**config.mk**
```make
export PLATFORM = sky130hd
export DESIGN_NAME = psum_accum_ctrl
export DESIGN_NICKNAME = d
export VERILOG_FILES = /design/src/rtl/psum_accum_ctrl.sv
export SDC_FILE = /design/constraint.sdc
export NUM_CORES = 1
export LEC_CHECK = 0
export BUFFER_PORTS_ARGS = -buffer_cell sky130_fd_sc_hd__buf_2
export CORE_MARGIN = 2
export CORE_UTILIZATION = 59
export DETAILED_ROUTE_END_ITERATION = 10
export PLACE_DENSITY = 0.88
export SKIP_CTS_REPAIR_TIMING = 1
export SLEW_MARGIN = 30
export SYNTH_ARGS = -nofsm -noshare
export SYNTH_HDL_FRONTEND = slang
export SYNTH_SLANG_ARGS = --single-unit
export TNS_END_PERCENT = 5
```
**constraint.sdc**
```tcl
create_clock -name clk -period 7.3 [get_ports clk]
set_input_delay 1.46 -clock clk [delete_from_list [all_inputs] [get_ports clk]]
set_output_delay 1.46 -clock clk [all_outputs]
set_load 0.02 [all_outputs]
```
**src/rtl/psum_accum_ctrl.sv**
```systemverilog
`default_nettype none
// ============================================================================
// Module      : psum_accum_ctrl
// Description : Partial-sum accumulation controller. It accepts partial sums
//               from the PE array. Each partial sum is either written directly
//               to the output memory (first pass) or added to the stored value
//               with a read-modify-write (accumulate pass). Outstanding reads
//               are kept in an ordered queue. A new accumulate request is
//               stalled while a read to the same address is still in flight.
// Ports       : clk, rst_n                - clock, asynchronous active-low reset
//               in_psum/in_addr/in_first  - request payload
//               in_vld/in_rdy             - request handshake
//               psumctrl_radd/rden        - read request to the decoder
//               psumctrl_odat/ovld        - in-order read return from the decoder
//               psumctrl_wadd/wren/wdat   - write request to the decoder
//               busy                      - reads outstanding or write in flight
//               err_ovld                  - sticky: read data arrived with no
//                                           read outstanding
// Revision    : 1.0 - initial release
// ============================================================================
module psum_accum_ctrl #(
  parameter int ADDR_WIDTH = 32,
  parameter int DATA_WIDTH = 32,
  parameter int PEND_DEPTH = 4,
  parameter int PEND_WIDTH = 2,
  parameter int SATURATE   = 1
) (
  input  logic                  clk,
  input  logic                  rst_n,
  input  logic [DATA_WIDTH-1:0] in_psum,
  input  logic [ADDR_WIDTH-1:0] in_addr,
  input  logic                  in_first,
  input  logic                  in_vld,
  output logic                  in_rdy,
  output logic [ADDR_WIDTH-1:0] psumctrl_radd,
  output logic                  psumctrl_rden,
  input  logic [DATA_WIDTH-1:0] psumctrl_odat,
  input  logic                  psumctrl_ovld,
  output logic [ADDR_WIDTH-1:0] psumctrl_wadd,
  output logic                  psumctrl_wren,
  output logic [DATA_WIDTH-1:0] psumctrl_wdat,
  output logic                  busy,
  output logic                  err_ovld
);

  localparam logic [PEND_WIDTH:0]   c_depth   = (PEND_WIDTH+1)'(PEND_DEPTH);
  localparam logic [PEND_WIDTH:0]   c_cnt_one = (PEND_WIDTH+1)'(1);
  localparam logic [PEND_WIDTH-1:0] c_ptr_one = PEND_WIDTH'(1);

  // Pending-read queue storage. This is payload only; validity is given by
  // the pointers and the count, so the storage needs no reset.
  logic [ADDR_WIDTH-1:0] r_q_addr [PEND_DEPTH];
  logic [DATA_WIDTH-1:0] r_q_psum [PEND_DEPTH];
  logic [PEND_WIDTH-1:0] r_wr_ptr;
  logic [PEND_WIDTH-1:0] r_rd_ptr;
  logic [PEND_WIDTH:0]   r_cnt;

  logic [PEND_DEPTH-1:0] w_hit;
  logic                  w_hazard;
  logic                  w_full;
  logic                  w_push;
  logic                  w_first_wr;
  logic                  w_pop;
  logic [DATA_WIDTH:0]   w_sum_ext;
  logic [DATA_WIDTH-1:0] w_sum;

  // Address-hazard detection. A slot is live when its distance from the read
  // pointer is below the count. The head being popped this cycle still
  // counts as live, so its write is issued before a dependent read.
  generate
    for (genvar j = 0; j < PEND_DEPTH; j++) begin : g_slot
      logic [PEND_WIDTH-1:0] w_off;
      assign w_off    = PEND_WIDTH'(j) - r_rd_ptr;
      assign w_hit[j] = ({1'b0, w_off} < r_cnt) && (r_q_addr[j] == in_addr);
    end
  endgenerate

  assign w_hazard = |w_hit;
  assign w_full   = (r_cnt == c_depth);

  // A first-pass write waits for an empty queue. This keeps a first-pass
  // write from colliding with a writeback on the single write port.
  assign in_rdy     = in_first ? (r_cnt == '0) : (!w_full && !w_hazard);
  assign w_push     = in_vld && in_rdy && !in_first;
  assign w_first_wr = in_vld && in_rdy &&  in_first;
  assign w_pop      = psumctrl_ovld && (r_cnt != '0);

  // Signed add at one extra bit. The top two bits of the sum differ
  // exactly when the DATA_WIDTH-bit result overflows.
  assign w_sum_ext = {psumctrl_odat[DATA_WIDTH-1], psumctrl_odat}
                   + {r_q_psum[r_rd_ptr][DATA_WIDTH-1], r_q_psum[r_rd_ptr]};

  generate
    if (SATURATE != 0) begin : g_sat
      logic w_ovf;
      assign w_ovf = w_sum_ext[DATA_WIDTH] ^ w_sum_ext[DATA_WIDTH-1];
      always_comb begin
        w_sum = w_sum_ext[DATA_WIDTH-1:0];
        if (w_ovf) begin
          w_sum = w_sum_ext[DATA_WIDTH] ? {1'b1, {(DATA_WIDTH-1){1'b0}}}
                                        : {1'b0, {(DATA_WIDTH-1){1'b1}}};
        end
      end
    end else begin : g_wrap
      assign w_sum = w_sum_ext[DATA_WIDTH-1:0];
    end
  endgenerate

  // Queue payload write.
  always_ff @(posedge clk) begin
    if (w_push) begin
      r_q_addr[r_wr_ptr] <= in_addr;
      r_q_psum[r_wr_ptr] <= in_psum;
    end
  end

  // Queue control. A push and a pop in the same cycle leave the count unchanged.
  always_ff @(posedge clk or negedge rst_n) begin
    if (!rst_n) begin
      r_wr_ptr <= '0;
      r_rd_ptr <= '0;
      r_cnt    <= '0;
    end else begin
      if (w_push) r_wr_ptr <= r_wr_ptr + c_ptr_one;
      if (w_pop)  r_rd_ptr <= r_rd_ptr + c_ptr_one;
      case ({w_push, w_pop})
        2'b10:   r_cnt <= r_cnt + c_cnt_one;
        2'b01:   r_cnt <= r_cnt - c_cnt_one;
        default: r_cnt <= r_cnt;
      endcase
    end
  end

  // Registered decoder interface. Enables pulse for one cycle. Addresses and
  // data keep their last values between transactions.
  always_ff @(posedge clk or negedge rst_n) begin
    if (!rst_n) begin
      psumctrl_rden <= 1'b0;
      psumctrl_radd <= '0;
      psumctrl_wren <= 1'b0;
      psumctrl_wadd <= '0;
      psumctrl_wdat <= '0;
      err_ovld      <= 1'b0;
    end else begin
      psumctrl_rden <= w_push;
      if (w_push) psumctrl_radd <= in_addr;

      psumctrl_wren <= w_first_wr || w_pop;
      if (w_first_wr) begin
        psumctrl_wadd <= in_addr;
        psumctrl_wdat <= in_psum;
      end else if (w_pop) begin
        psumctrl_wadd <= r_q_addr[r_rd_ptr];
        psumctrl_wdat <= w_sum;
      end

      if (psumctrl_ovld && (r_cnt == '0)) err_ovld <= 1'b1;
    end
  end

  assign busy = (r_cnt != '0) || psumctrl_rden || psumctrl_wren;

endmodule
`default_nettype wire

```
=== Word level (Yosys, flattened, before mapping) ===
Memories as Yosys holds them, arrays and structs flattened.
Index checks and enable logic that the tools add are counted.

* Add/sub/neg operators: 9
* Multipliers: 0
* Divide/modulo/power cells: 0
* $lt $le $gt $ge: 4
* Equal/unequal tests: 7
* Shifts and indexed selects: 0
* Multiplexer cells: 10
* Bitwise logic cells: 1
* Reduce and logical (&&, ||, !) cells: 21

{| class="wikitable"
|+ Operators by type and width
! operator !! count
|-
| 32-bit 2-to-1 mux || 6
|-
| 32-bit equality test || 4
|-
| 32-bit by 32-bit adder with 33-bit output || 1
|-
| 2-bit by 3-bit less-than comparator with 1-bit output || 4
|-
| 1-bit logical AND || 10
|-
| 3-bit case mux with 2 select lines || 1
|-
| 2-bit by 1-bit adder with 2-bit output (second input constant) || 2
|-
| 2-bit nonzero test || 2
|-
| 4-bit OR reduction || 1
|-
| 1-bit by 2-bit subtractor with 2-bit output (first input constant) || 2
|-
| 2-bit subtractor (first input constant) || 2
|-
| 3-bit by 1-bit adder with 3-bit output (second input constant) || 1
|-
| 3-bit equality test (second input constant) || 1
|-
| 1-bit zero test || 3
|-
| 3-bit zero test || 1
|-
| 1-bit logical OR || 3
|-
| 1-bit 2-to-1 mux || 3
|-
| 3-bit nonzero test || 1
|-
| 3-bit by 1-bit subtractor with 3-bit output (second input constant) || 1
|-
| 2-bit by 1-bit equality test with 1-bit output (second input constant) || 1
|-
| 2-bit equality test (second input constant) || 1
|-
| 1-bit bitwise XOR || 1
|}

* Bits in registers: 106
* Latch bits: 0
* Memory bits (writable): 256
* Memory bits (read-only): 0
* Output and inout bits: 101
* Word-level logic and storage cells: 63
* Memories: 2

{| class="wikitable"
|+ Memories
! memory !! words !! width !! rd ports !! clocked after memory_dff !! wr ports !! RTL line !! text
|-
| r_q_addr || 4 || 32 || 5 || 0 || 1 || 52 || <nowiki>logic [ADDR_WIDTH-1:0] r_q_addr [PEND_DEPTH];</nowiki>
|-
| r_q_psum || 4 || 32 || 1 || 0 || 1 || 53 || <nowiki>logic [DATA_WIDTH-1:0] r_q_psum [PEND_DEPTH];</nowiki>
|}

=== Longest topological paths before layout ===
Gate-level depths: netlist of the first run.

* Word-level depth: 11
* Depth in mapped cells: 18
* Depth with buffers taken out: 15

=== Worst setup path after synthesis of the first run ===
Ideal clock, no wire load.

* Kind: input to register
* Start: input in_addr[21]
* End: memory r_q_addr[0][0] (enable)
* Arrival: 5.424 ns
* Data required time: 6.814 ns
* Slack: 1.390 ns
* Stages: 10
* Path buffers: 2
* Cell sequence: buf_2 xor2_1 nor4_1 o211ai_1 nor4_1 a31oi_1 nor4b_1 nand3b_1 buf_2 nor2_1

* Cells in the longest elaborated chain, start to end: 10
* Elaborated cells on any way between the ends: 16
* Those cells by class: 4 x eq/ne; 3 x mux; 9 x reduce/logical

{| class="wikitable"
|+ RTL lines
! element !! RTL line !! text
|-
| start: declaration || 31 || <nowiki>input logic [ADDR_WIDTH-1:0] in_addr,</nowiki>
|-
| 32-bit equality test || 74 || <nowiki>assign w_hit[j] = ({1'b0, w_off} < r_cnt) && (r_q_addr[j] == in_addr);</nowiki>
|-
| 1-bit logical AND || 74 ||
|-
| 4-bit OR reduction * || 78 || <nowiki>assign w_hazard = |w_hit;</nowiki>
|-
| 1-bit zero test * || 83 || <nowiki>assign in_rdy = in_first ? (r_cnt == '0) : (!w_full && !w_hazard);</nowiki>
|-
| 1-bit logical AND * || 83 ||
|-
| 1-bit 2-to-1 mux * || 83 ||
|-
| 1-bit logical AND * (2 in series) || 84 || <nowiki>assign w_push = in_vld && in_rdy && !in_first;</nowiki>
|-
| 1-bit 2-to-1 mux * || 111 || <nowiki>if (w_push) begin</nowiki>
|-
| 1-bit 2-to-1 mux (not written as such) * || 112 || <nowiki>r_q_addr[r_wr_ptr] <= in_addr;</nowiki>
|-
| end: declaration || 52 ||
|}

Every way passes the cells marked *; elsewhere a longest branch is shown, timed or not.

=== Worst setup path after layout of the first run ===
* Start: register r_rd_ptr[1]
* End: output in_rdy

* Cells in the longest elaborated chain, start to end: 7
* Elaborated cells on any way between the ends: 16
* Those cells by class: 4 x add/sub; 4 x order compare; 1 x mux; 7 x reduce/logical

{| class="wikitable"
|+ RTL lines
! element !! RTL line !! text
|-
| start: declaration || 55 || <nowiki>logic [PEND_WIDTH-1:0] r_rd_ptr;</nowiki>
|-
| start signal: assignment || 125 || <nowiki>if (w_pop) r_rd_ptr <= r_rd_ptr + c_ptr_one;</nowiki>
|-
| 1-bit by 2-bit subtractor with 2-bit output or 2-bit subtractor (tied branches) || 73 || <nowiki>assign w_off = PEND_WIDTH'(j) - r_rd_ptr;</nowiki>
|-
| 2-bit by 3-bit less-than comparator with 1-bit output || 74 ||
|-
| 1-bit logical AND || 74 ||
|-
| 4-bit OR reduction * || 78 ||
|-
| 1-bit zero test * || 83 ||
|-
| 1-bit logical AND * || 83 ||
|-
| 1-bit 2-to-1 mux * || 83 ||
|-
| end: declaration || 34 || <nowiki>output logic in_rdy,</nowiki>
|}

Marks and branches as above.

==> results of run 1 <==
==> cells in the final DEF, fill, tap and decap left out, types with 5 or more instances in the layout <==
cell	n
nand4_1	26
buf_2	200
o22ai_1	23
ha_1	41
a21oi_2	6
clkbuf_16	38
nor2_1	19
inv_1	22
xor2_1	58
a22oi_1	40
clkbuf_1	5
nand3_1	17
nand2b_1	9
a21o_1	11
a21oi_1	57
and3_1	6
mux2_2	34
nor3_1	10
o211ai_1	12
edfxtp_1	256
a31oi_1	5
bufinv_16	6
o21ai_1	6
or3_1	5
mux4_2	64
o21bai_1	5
o21ai_0	20
nor2_4	5
xnor2_1	98
buf_4	14
nor4_1	17
clkinv_2	8
nand2_1	118
dfrtp_1	104
==> kinds of logic (layout without fill, tap and decap cells) <==
group | Yosys count | after routing | share of synthesized area, %
AO/OA/AOI/OAI | 217 | 217 | 8.642
adder cells (fa/ha/maj) | 43 | 43 | 3.204
multiplexers | 99 | 99 | 10.63
XOR/XNOR | 157 | 157 | 8.076
AND/OR/NAND/NOR | 249 | 249 | 6.836
buffers and inverters | 101 | 306 | 2.704
flip-flops | 362 | 362 | 59.91
other | 0 | 1 | 0
==> per-layer routing <==
layer  share of wire [%]  GRT usage (%)
met5               0.025              0
met2                  49          48.72
met4                 4.0          11.28
met3                 8.7          4.700
met1                  38          37.72
==> sequential cells by signal, summed over array words and instances, names as in the netlist <==
name,cells
r_q_addr,128
r_q_psum,128
psumctrl_radd,32
psumctrl_wadd,32
psumctrl_wdat,32
r_cnt,3
r_rd_ptr,2
r_wr_ptr,2
err_ovld,1
psumctrl_rden,1
psumctrl_wren,1
==> worst max-delay path: stages, from the launching register on <==
cell	delay, ps
dfrtp_2	800
buf_4	450
inv_1	90
ha_1	300
a21oi_1	140
nor2_1	80
o211ai_1	170
nor4_1	90
a31oi_1	140
nor4b_1	520
mux2_2	270
buf_2	200
==> worst paths after layout <==
kind                              from                to  slack (ps)
min in group asynchronous        rst_n  psumctrl_radd[1]         970
max in group asynchronous        rst_n       r_rd_ptr[0]        5010
hold / removal                err_ovld          err_ovld         460
setup / recovery           r_rd_ptr[1]            in_rdy        2060
hold reg to reg               err_ovld          err_ovld         460
setup reg to reg           r_rd_ptr[1]   r_q_addr[3][18]        2220
==> final cells by class <==
class / instances / area [sq um] / share of cell area (%)
flip-flops and latches: 362 / 10340 / 52.09
multi-input cells: 765 / 6505 / 32.75
repair buffers: 216 / 1137 / 5.726
clock buffers: 46 / 1011 / 5.090
well taps: 384 / 480.5 / 2.419
clock inverters: 22 / 297.8 / 1.499
inverters: 22 / 82.58 / 0.4158
diodes: 1 / 2.502 / 0.01260
==> power breakdown <==
group          switching, mW  internal, mW  leakage (nW)
Clock                  0.807          1.21         0.641
Sequential             0.294          2.65          3.55
Combinational           2.13          1.42          3.28
Total                   3.23          5.28          7.48
==> per-stage QoR <==
step	util, %	hold WS [ps]	cells	worst slack (ps)
after global placement	64.32	441.9	1748	2058
after detailed placement	64.34	455.6	1748	1896
after CTS	68.89	468.0	1816	1661
after global routing	69.00	479.1	1817	1929
after floorplan	-	498.0	1228	1390
final	69.01	465.0	1818	2060
==> summary.md, run 1 <==
| Metric | Value |
|---|---|
| Antenna Violating Nets Remaining | 0 |
| Vias | 11630 |
| VDD IR max | about 0.31 mV |
| IO Port Bufs | 201 |
| Hold path cells | 1 |
| Nets | ~1500 |
| Core footprint | 28780 sq um |
| Synthesized area per cell | approximately 14 sq um |
| P_leak | ~7.5 nW |
| P&R area growth vs syn | 15.08% |
| Synth Register Bits | 362 |
| Fillers | about 1900 |
| Routed len/inst | around 24 microns |
| Max cap viols | 0 |
| Setup-failing EPs final | 0 |
| Most common cell in the netlist | edfxtp_1 |
| Longest Clk Path Bufs | 3 |
| Clock sink count | around 360 |
| Placed inst area | ~19000 sq um |
| Root Buffer Master | clkbuf_16 |
| Clock slew seen by the registers of the worst setup and hold paths | 60 ps |
| Worst reg2reg path depth | 13 |
| CTS Buf Count | 37 |
| RSZ-0062 raised after global routing | no |
| Total GRT Usage | 28.83% |
| Min cycle time layout | 5240 ps |
| Die area | 30640 sq um |
| F_max | 0.1908 GHz |
| Setup Total Neg Slack | 0 ps |
| Clock Latency Late Sink | 540 ps |
| Number of synthesized flops with an enable pin | 256 |
| Final worst-path cycle share | a little under three quarters |
| Commonest cells post-synth | edfxtp_1, nand2_1, dfrtp_1 |
| Vias in the first global route | 11660 |
| First-iteration detailed-routing DRC count | ~1200 |
| Worst slew pin tran | 913.9 ps |
| First-pass GRT wire length | roughly 67000 microns |
| Vias/cell | 6.395 |
| I/O pins | 202 |
| Most used DFF post-synth | edfxtp_1 |
| Pin count of the biggest net entering global routing | between 60 and 70 |
| Number of synthesis warnings | 0 |
| Distinct cell type count after synthesis | 66 |
| Worst setup path category | flip-flop to output port |
| Initial core utilization | 59.97% |
| Hold Crit Class | flip-flop to flip-flop |
| Die Ht | 175.0 microns |
| WP data required | 5840 ps |
| Status | finished clean |
| Htree depth | 2 |
| Post-synth top area cell | edfxtp_1 |
| DRC violations left | 0 |
| CTS tree | yes |
| Worst Path Arrival | 3780 ps |
| Seq/Total Area, Yosys | around three fifths |
| Pwr Total | 8.515 mW |
| Layout cell share with drive strength beyond 1 | 28.40% |
| Fin. Hold Viols | 0 |
| Final GP Congestion | 0.9804 |
| Total routed wirelength | 44050 microns |
| Initial antenna violation count | 2 |
| Final setup skew | 29.59 ps |
| Power Density | 428.7 nW/um^2 |
| CP max FO | 24 |
| Syn Inst Count | 1228 |
| Syn_nets | 1372 |
| Finished Cell Area | 19860 sq um |
| Ys async rst share | slightly below 30% |
| Die width | 175.0 microns |
| TritonRoute pass-1 iters | 6 |
| Post-DP HPWL | approximately 30000 microns |
| # rows | 62 |
| Remaining global-route overflow | 0 |
| Rel. slew slack | between 30% and 40% |
| Startpoint types | flip-flop |
| Synth area leaders | edfxtp_1, dfrtp_1, mux4_2, xnor2_1, ha_1 |
| Setup crit end kind | output port |
| Cell Area, Synth | 17260 sq um |
| Slew Viols, Final | 0 |
| Yosys top cell area share | 44.54% |
Power figures use the tool's default switching activity.
==> inputs of run 2 (changes only) <==
Settings changed: CORE_UTILIZATION 59 to 53, PLACE_DENSITY 0.88 to 0.83.
Clock period 7.3 ns to 4.6 ns, I/O delays scaled along.
==> run 2 against run 1 <==
  * Clock power up 55%
  * Critical path depth is 1 lower
  * Via count decreased by 2.5%
  * Largest power group unchanged
==> summary.md, run 2 (synthesis results as in run 1) <==
| Metric | Value |
|---|---|
| F_max | between 0.2 and 0.25 GHz |
| Switching power | 5.077 mW (+57%) |
| Clk pwr share | 23.2% (-0.5 points) |
| Biggest regs | r_q_addr x128, r_q_psum x128 |
| CTS tree | yes |
| Setup crit end kind | output port |
| P_leak | 7.585 nW (+1.4%) |
| Initial antenna violation count | 6 (+4) |
| Die width | 184.5 microns (+5.4%) |
| Final Non-Filler Cells | 1890 (+4.0%) |
| Root Buffer Master | clkbuf_16 |
| First-pass GRT wire length | 65960 microns (-1.9%) |
| Layout cell share with drive strength beyond 1 | 28.80% (+0.40 points) |
| Final worst-path cycle share | 91.81% |
| P&R area growth vs syn | 16.67% |
| Setup-failing EPs final | 0 (unchanged) |
| Placed inst area | 18790 sq um (+1.5%) |
| Worst Path Arrival | 3300 ps (-480 ps) |
| RSZ-0062 raised after global routing | no |
| Min cycle time layout | 4223 ps |
| Finished Cell Area | 20140 sq um (+1.4%) |
| Die Ht | 184.5 microns (+5.4%) |
| Nets | 1563 (+0.97%) |
| Placed cell count | 1818 (+4.0%) |
| Most frequent cells in the layout | edfxtp_1, buf_2, nand2_1 |
| Startpoint types | flip-flop |
| Clock sink count | 362 (unchanged) |
| Initial core utilization | 53.45% (-6.5 points) |
| Post-DP HPWL | 30030 microns (+1.3%) |
| Routed len/inst | 22.96 microns (-5.2%) |
| First-iteration detailed-routing DRC count | 1058 (-11%) |
| Commonest non-fill, non-tap cell in the layout | edfxtp_1 |
| WP data required | 3680 ps (-2160 ps) |
| Remaining global-route overflow | 0 (unchanged) |
| DRC violations left | 0 (unchanged) |
| Worst slew pin tran | 862.4 ps (-51.53 ps) |
| Clock Latency Late Sink | 540 ps (about the same) |
| Comb pwr share | 42.8% (+1.1 points) |
| # rows | 66 (+6.5%) |
| Fin. Hold Viols | 0 (unchanged) |
| CTS Buf Count | 37 (unchanged) |
| Longest Clk Path Bufs | 3 (unchanged) |
| IO Port Bufs | 201 (unchanged) |
| Antenna Violating Nets Remaining | 0 (unchanged) |
| Vias/cell | 5.997 (-6.2%) |
| Slew Viols, Final | 0 (unchanged) |
| Worst setup path category | flip-flop to output port |
| Total routed wirelength | 43400 microns (-1.5%) |
| Pint | 8.401 mW (+59%) |
| Max cap viols | 0 (unchanged) |
| Power Density | 669.3 nW/um^2 (+56%) |
| Vias | 11340 (-2.5%) |
| VDD IR max | 0.4214 mV (+34%) |
| WHS | 471.6 ps (+6.639 ps) |
| I/O pins | 202 (unchanged) |
| Htree depth | 2 (unchanged) |
| Total GRT Usage | 25.65% (-3.2 points) |
| Rel. slew slack | 42.45% (+3.4 points) |
| Pin count of the biggest net entering global routing | 62 (-4.6%) |
| Pwr Total | 13.48 mW (+58%) |
| Switching Share | 37.67% (-0.30 points) |
| Number of inserted diodes | 0 (-1) |
| CP max FO | 34 (+42%) |
| Core footprint | 32290 sq um (+12%) |
| Clock slew seen by the registers of the worst setup and hold paths | 70 ps (about the same) |
| TritonRoute pass-1 iters | 5 (-1) |
| Hold Crit Class | primary input to asynchronous set/reset pin |
| Vias in the first global route | 11400 (-2.2%) |
| Final setup skew | 26.85 ps (-2.736 ps) |
| Seq pwr share | 33.9% (-0.7 points) |
| Status | finished clean |
| Final GP Congestion | 0.9284 (-5.3%) |
| Die area | 34020 sq um (+11%) |
-- run 2: cell count changes in the layout (fill, tap and decap cells not counted), sizes merged --
cell	change
buf	+15
bufinv	-4
clkbuf	+4
clkinv	-1
clkinvlp	-2
diode	-1
inv	+3
-- run 2: critical path, stage by stage (launching register included) --
cell and delay [ps]:
dfrtp_2 520, buf_4 300, buf_4 490, ha_1 250
nor2_1 50, o211ai_1 160, nor4_1 80, a31oi_1 140
nor4b_4 380, mux2_2 230, buf_2 160
-- run 2: routing by layer --
layer	part of all wire (%)	routed length [microns]	vias to the layer above	global-route usage (%)
li1	-	-	5034	-
met1	39	17110	5675	33.51
met2	49	21210	531	42.81
met3	8.6	3744	83	5.493
met4	2.9	1251	12	8.640
met5	0.17	72	-	0
-- run 2: through the flow --
| stage | util (%) | setup TNS, ps | setup WS (ps) |
|---|---|---|---|
| 5_1_grt | 62.37 | 0 | 226.5 |
| 2_1_floorplan | - | -61950 | -242.0 |
| 3_5_place_dp | 58.19 | 0 | 90.58 |
| 4_1_cts | 62.20 | -441.3 | -441.3 |
| 6_report | 62.37 | 0 | 376.9 |
| 3_3_place_gp | 58.19 | 0 | 190.0 |
-- run 2: path summary, 6_finish.rpt --
| path | cells after the start | end | startpoint | slack (ps) |
|---|---|---|---|---|
| worst max-delay path | 10 | in_rdy | r_rd_ptr[1] | 380 |
| worst min-delay path | 1 | psumctrl_wadd[20] | rst_n | 470 |
| worst max register to register | 12 | psumctrl_wdat[30] | r_rd_ptr[0] | 600 |
| worst min register to register | 1 | err_ovld | err_ovld | 490 |
| max in group asynchronous | 2 | err_ovld | rst_n | 3160 |
| min in group clk | 1 | err_ovld | err_ovld | 490 |
-- run 2: power groups by stage --
stage	sequential [mW]	combinational [mW]	clock [mW]
floorplan	5.01	3.65	0
CTS	4.62	5.68	3.17
global placement	4.64	5.53	0
global route	4.63	6.26	3.31
finish	4.58	5.77	3.13
detailed placement	4.68	5.64	0
-- run 2: cell type report --
| class | count | area [sq um] |
|---|---|---|
| Inverter | 22 | 82.58 |
| Fill cell | 2333 | 12150 |
| Clock buffer | 50 | 1121 |
| Sequential cell | 362 | 10340 |
| Tap cell | 442 | 553.0 |
| Clock inverter | 18 | 175.2 |
| Multi-Input combinational cell | 765 | 6506 |
| Timing Repair Buffer | 231 | 1354 |
